**src/rtl/fb_access_arbiter.sv**
```systemverilog
// Frame buffer port arbiter: the scan-out read always wins, and two pixel writers
// share the remaining cycles round-robin. An optional gate holds writes until vblank.
module fb_access_arbiter #(
    parameter int unsigned ADDR_W = 19,
    parameter int unsigned DATA_W = 3,
    parameter int unsigned DEPTH  = 307200
) (
    input  logic              clk_i,
    input  logic              rst_i,
    input  logic              gate_en_i,
    input  logic              vblank_i,
    input  logic              disp_req_i,
    input  logic [ADDR_W-1:0] disp_addr_i,
    output logic [DATA_W-1:0] disp_data_o,
    output logic              disp_valid_o,
    input  logic              wr0_req_i,
    input  logic [ADDR_W-1:0] wr0_addr_i,
    input  logic [DATA_W-1:0] wr0_data_i,
    output logic              wr0_gnt_o,
    input  logic              wr1_req_i,
    input  logic [ADDR_W-1:0] wr1_addr_i,
    input  logic [DATA_W-1:0] wr1_data_i,
    output logic              wr1_gnt_o,
    output logic              wr_err_o,
    output logic              mem_en_o,
    output logic              mem_we_o,
    output logic [ADDR_W-1:0] mem_addr_o,
    output logic [DATA_W-1:0] mem_wdata_o,
    input  logic [DATA_W-1:0] mem_rdata_i
);
    // One extra bit so DEPTH == 2**ADDR_W still compares correctly.
    localparam logic [ADDR_W:0] DepthExt = (ADDR_W + 1)'(DEPTH);

    logic              gate_open;
    logic              wr0_elig;
    logic              wr1_elig;
    logic              pick_wr1;
    logic              wr_any;
    logic              win_in_range;
    logic [ADDR_W-1:0] win_addr;
    logic [DATA_W-1:0] win_data;

    logic              rr_last_q;  // 1: wr1 was granted last
    logic              rr_last_d;
    logic              rd_s2_q;

    logic              mem_en_d;
    logic              mem_we_d;
    logic [ADDR_W-1:0] mem_addr_d;
    logic [DATA_W-1:0] mem_wdata_d;
    logic              gnt0_d;
    logic              gnt1_d;
    logic              err_d;

    always_comb begin
        gate_open    = !gate_en_i || vblank_i;
        wr0_elig     = !disp_req_i && wr0_req_i && gate_open;
        wr1_elig     = !disp_req_i && wr1_req_i && gate_open;
        pick_wr1     = wr1_elig && (!wr0_elig || !rr_last_q);
        wr_any       = wr0_elig || wr1_elig;
        win_addr     = pick_wr1 ? wr1_addr_i : wr0_addr_i;
        win_data     = pick_wr1 ? wr1_data_i : wr0_data_i;
        win_in_range = {1'b0, win_addr} < DepthExt;
    end

    always_comb begin
        mem_en_d    = 1'b0;
        mem_we_d    = 1'b0;
        mem_addr_d  = mem_addr_o;
        mem_wdata_d = mem_wdata_o;
        gnt0_d      = 1'b0;
        gnt1_d      = 1'b0;
        err_d       = 1'b0;
        rr_last_d   = rr_last_q;
        if (disp_req_i) begin
            mem_en_d   = 1'b1;
            mem_addr_d = disp_addr_i;
        end else if (wr_any) begin
            // An out-of-range write is still granted so the writer moves on,
            // but the RAM is left untouched.
            mem_en_d    = win_in_range;
            mem_we_d    = win_in_range;
            mem_addr_d  = win_addr;
            mem_wdata_d = win_data;
            gnt0_d      = !pick_wr1;
            gnt1_d      = pick_wr1;
            err_d       = !win_in_range;
            rr_last_d   = pick_wr1;
        end
    end

    always_ff @(posedge clk_i) begin
        if (rst_i) begin
            mem_en_o     <= 1'b0;
            mem_we_o     <= 1'b0;
            mem_addr_o   <= '0;
            mem_wdata_o  <= '0;
            wr0_gnt_o    <= 1'b0;
            wr1_gnt_o    <= 1'b0;
            wr_err_o     <= 1'b0;
            rr_last_q    <= 1'b1;
            rd_s2_q      <= 1'b0;
            disp_valid_o <= 1'b0;
            disp_data_o  <= '0;
        end else begin
            mem_en_o     <= mem_en_d;
            mem_we_o     <= mem_we_d;
            mem_addr_o   <= mem_addr_d;
            mem_wdata_o  <= mem_wdata_d;
            wr0_gnt_o    <= gnt0_d;
            wr1_gnt_o    <= gnt1_d;
            wr_err_o     <= err_d;
            rr_last_q    <= rr_last_d;
            // RAM data for the read issued last cycle is on mem_rdata_i now.
            rd_s2_q      <= mem_en_o && !mem_we_o;
            disp_valid_o <= rd_s2_q;
            if (rd_s2_q) begin
                disp_data_o <= mem_rdata_i;
            end
        end
    end

endmodule

```
**config.mk**
```make
export PLATFORM = sky130hd
export DESIGN_NAME = fb_access_arbiter
export DESIGN_NICKNAME = d
export VERILOG_FILES = /design/src/rtl/fb_access_arbiter.sv
export SDC_FILE = /design/constraint.sdc
export NUM_CORES = 1
export LEC_CHECK = 0
export ABC_AREA = 1
export ABC_CLOCK_PERIOD_IN_PS = 1600
export BUFFER_PORTS_ARGS = -buffer_cell sky130_fd_sc_hd__buf_2
export CORE_ASPECT_RATIO = 2
export CORE_MARGIN = 2
export CORE_UTILIZATION = 42
export DETAILED_ROUTE_END_ITERATION = 10
export PLACE_DENSITY = 0.77
export RECOVER_POWER = 100
export SETUP_SLACK_MARGIN = 0.3
export SLEW_MARGIN = 10
export SYNTH_ARGS = -nofsm -noshare
export SYNTH_HDL_FRONTEND = slang
export SYNTH_SLANG_ARGS = --single-unit
export TNS_END_PERCENT = 20
```
**constraint.sdc**
```tcl
create_clock -name clk_i -period 1.6 [get_ports clk_i]
set_clock_uncertainty 0.1 [all_clocks]
set_input_delay 0.16 -clock clk_i [delete_from_list [all_inputs] [get_ports clk_i]]
set_output_delay 0.16 -clock clk_i [all_outputs]
set_load 0.03 [all_outputs]
```
==> impl_results.md <==
* DR DRC count at 0
* Pwr Density at 967 nW/um^2
* Power, Total at roughly 0.0023 W
* ANT nets after route at 0
* IO Port Bufs at 103
* Final HPWL from detailed placement at between 3000 and 4000 um
* Final setup fails at 0
* # fillers at 384
* Layout Cells excl Fill at around 380
* Max cap viols at 0
* Hold_ws at 16.5 ps
* Global-route wire length before repair at 7970 um
* Post-synth top area cell: dfxtp_1
* Count of cell types in the netlist at 24
* Critical Path RT at 1720 ps
* Vias in the first global route at approximately 1900
* Num ports at 104
* Worst reg2reg path startpoint: rr_last_q$_SDFFE_PP1P_
* Drt total wl at 5130 um
* Ant diodes at 0
* Area contributors post-synth: dfxtp_1 (42%), nand2_1 (14%), a31oi_1 (7.5%)
* Met2 wire length at 2960 um
* Met3 WL post-DR at between 200 and 300 um
* FF-to-FF path depth at 9
* Setup ws final at 173 ps
* Iter 0 DRT Violations at 40
* Antenna violations before repair at 0
* Area grow syn2layout at 48.8%
* CP Class: reg -> reg
* HP Class: in -> reg
* Outcome: finished clean
* FFs w/ async S/R, synth at 0%
* CTS clk-pin slew, worst paths at 70 ps
* Highest routed layer: met4
* Hold Crit Start: mem_rdata_i[0]
* Max_slew headroom at 66.7%
* TritonCTS buffer count at 5
* RR Endpoint: mem_en_o$_SDFF_PP0_
* Peak supply drop at 0.697 mV
* Grt total ovfl at 0
* Cells after Synth at 218
* Tcrit/Tclk final at 89.2%
* R2R setup slack at 170 ps
* Slew @ Worst Pin at between 400 and 500 ps
* Die area at ~4300 um^2
* Die span in y at around 91 um
* Core Rows at 31
* CP endpoint kind: flop
* Clock tree buffer depth at 2
* Via/cell ratio at 5.03
* Avg Cell Area, Syn at 7.27 um^2
* Starting Density at 43.9%
* Met1 Wirelength at approximately 1700 um
* Synth warnings at 0
* Minimum clock period at 1430 ps
* Synthesis-stage register bit count at 33
* RSZ-0062 raised after global routing: true
* Worst-Skew Late Latency at approximately 280 ps
* Syn_nets at approximately 290
* Post-synthesis sequential area ratio at 41.7%
* Dominant synthesized flop cell: dfxtp_1
* Placed cell count at 366
* Core Region at 3610 um^2
* Share of the synthesized area in the top cell type at about two fifths
* Worst EP arrival at 1540 ps
* Crit start category: flop
* Max Slew Vio Count at 0
* Die X-Extent at 47.4 um
* Max Fclk at 701 MHz
* Via count at 1902
* Worst hold stages at 3
* Post-synth EDFFs at 0
* Largest net degree at the start of global routing at 20
* Detailed Routing Iterations Pass 1 at 4
* Root buffer cell: clkbuf_8
* # clock sinks at 33
* Synthesized area at around 1600 um^2
* DR WL/cell at roughly 14 um
* # H-tree levels at 2
* Final nets at 401
* Leak at between 1 and 1.5 nW
* Placer congestion estimate at around 0.9
* Pre-CTS setup slack at about 25 ps
* Worst Path Max Fanout at 6
* Hold Path End: disp_data_o[0]$_SDFFE_PP0P_
* CTS tree: yes
* Total GRT Usage at between 20 and 30%
* Setup Total Neg Slack at 0 ps
* Final Hold Violating Endpoints at 0
* Layout cells sized above 1 at between 30 and 40%
## cell type report
cell class,instances,area (um^2),share of cell area [%]
Clock buffer,7,86.3,3.66
Clock inverter,1,30.0,1.27
Inverter,18,72.6,3.08
Multi-Input combinational cell,155,836,35.4
Sequential cell,33,661,28.0
Tap cell,49,61.3,2.60
Timing Repair Buffer,115,612,25.9
## synthesized netlist by cell type (all sizes together) (2+ instances only)
| cell | instances |
|---|---|
| nand2 | 59 |
| a21oi | 2 |
| nand3 | 7 |
| buf | 5 |
| dfxtp | 33 |
| or2 | 16 |
| o211ai | 15 |
| nor2 | 16 |
| o21ai | 19 |
| inv | 17 |
| a31oi | 19 |
| clkbuf | 7 |
## layout by cell type (no fill, tap or decap), types with 6 or more instances in the layout
| cell type | Yosys | final |
|---|---|---|
| buf_2 | 3 | 71 |
| buf_4 | 0 | 6 |
| inv_1 | 14 | 14 |
| o21ai_0 | 16 | 15 |
| or2_0 | 7 | 8 |
| dfxtp_1 | 33 | 33 |
| nor2_1 | 14 | 14 |
| nand2_1 | 58 | 53 |
| a31oi_1 | 19 | 19 |
| nand3_1 | 7 | 6 |
| o211ai_1 | 15 | 15 |
| clkbuf_8 | 0 | 6 |
| clkbuf_1 | 7 | 34 |
## how the worst max path moves through the flow
stage,startpoint,end,slack [ps],cells past startpoint
2_1_floorplan,gate_en_i,mem_addr_o[1]$_SDFFE_PP0P_,300,8
3_3_place_gp,disp_req_i,mem_en_o$_SDFF_PP0_,80,11
3_5_place_dp,disp_req_i,mem_en_o$_SDFF_PP0_,20,11
4_1_cts,rr_last_q$_SDFFE_PP1P_,mem_en_o$_SDFF_PP0_,210,9
5_1_grt,disp_req_i,mem_addr_o[8]$_SDFFE_PP0P_,80,9
6_report,rr_last_q$_SDFFE_PP1P_,mem_en_o$_SDFF_PP0_,170,9
## metal layers
metal	vias to the layer above	GRT usage (%)
met5	-	0
met4	0	13.7
met3	14	4.80
met2	81	46.5
met1	855	22.2
li1	952	-
## logic make-up (layout without fill, tap and decap cells)
kind of cell | Yosys count | count (layout) | synth area share, %
AOI/OAI and AO/OA | 55 | 55 | 22.2
buffers and inverters | 30 | 141 | 8.29
DFF | 33 | 33 | 41.7
and+or+nand+nor | 100 | 100 | 27.9
## sequential cells by signal, indices dropped and copies added, names as in the netlist
signal / cells
wr1_gnt_o: 1
mem_we_o: 1
rd_s2_q: 1
disp_valid_o: 1
wr0_gnt_o: 1
disp_data_o: 3
mem_addr_o: 19
mem_wdata_o: 3
mem_en_o: 1
wr_err_o: 1
rr_last_q: 1
## what timing repair did
item,4_1_cts,5_1_grt
pin swaps,3,5
hold endpoints to repair,1,0
setup endpoints to repair,22,23
hold buffers,1,0
resized for setup,5,10
setup buffers,1,0
gates cloned,1,1
## where the power goes
group	internal, W	total (W)	switching (W)
registers	0.000889	0.000924	0.0000345
clock network	0.000508	0.000805	0.000297
logic	0.000202	0.000552	0.000350
total	0.00160	0.00228	0.000682
## worst max-delay path: stages, from the launching register on
cell	delay [ps]
dfxtp_1	390
nand3_4	120
nand2_8	130
clkbuf_16	160
nand2_4	40
o21ai_2	60
nand2_1	80
nand2_2	70
nand2_1	80
a21oi_2	130
## metrics by stage
stage | cell area [um^2] | util [%]
3_5_place_dp | 2180 | 60.5
6_report | 2360 | 65.4
4_1_cts | 2350 | 65.2
2_1_floorplan | 1600 | -
3_3_place_gp | 2180 | 60.5
5_1_grt | 2360 | 65.4
No activity file was read; power rests on OpenSTA's default activity.
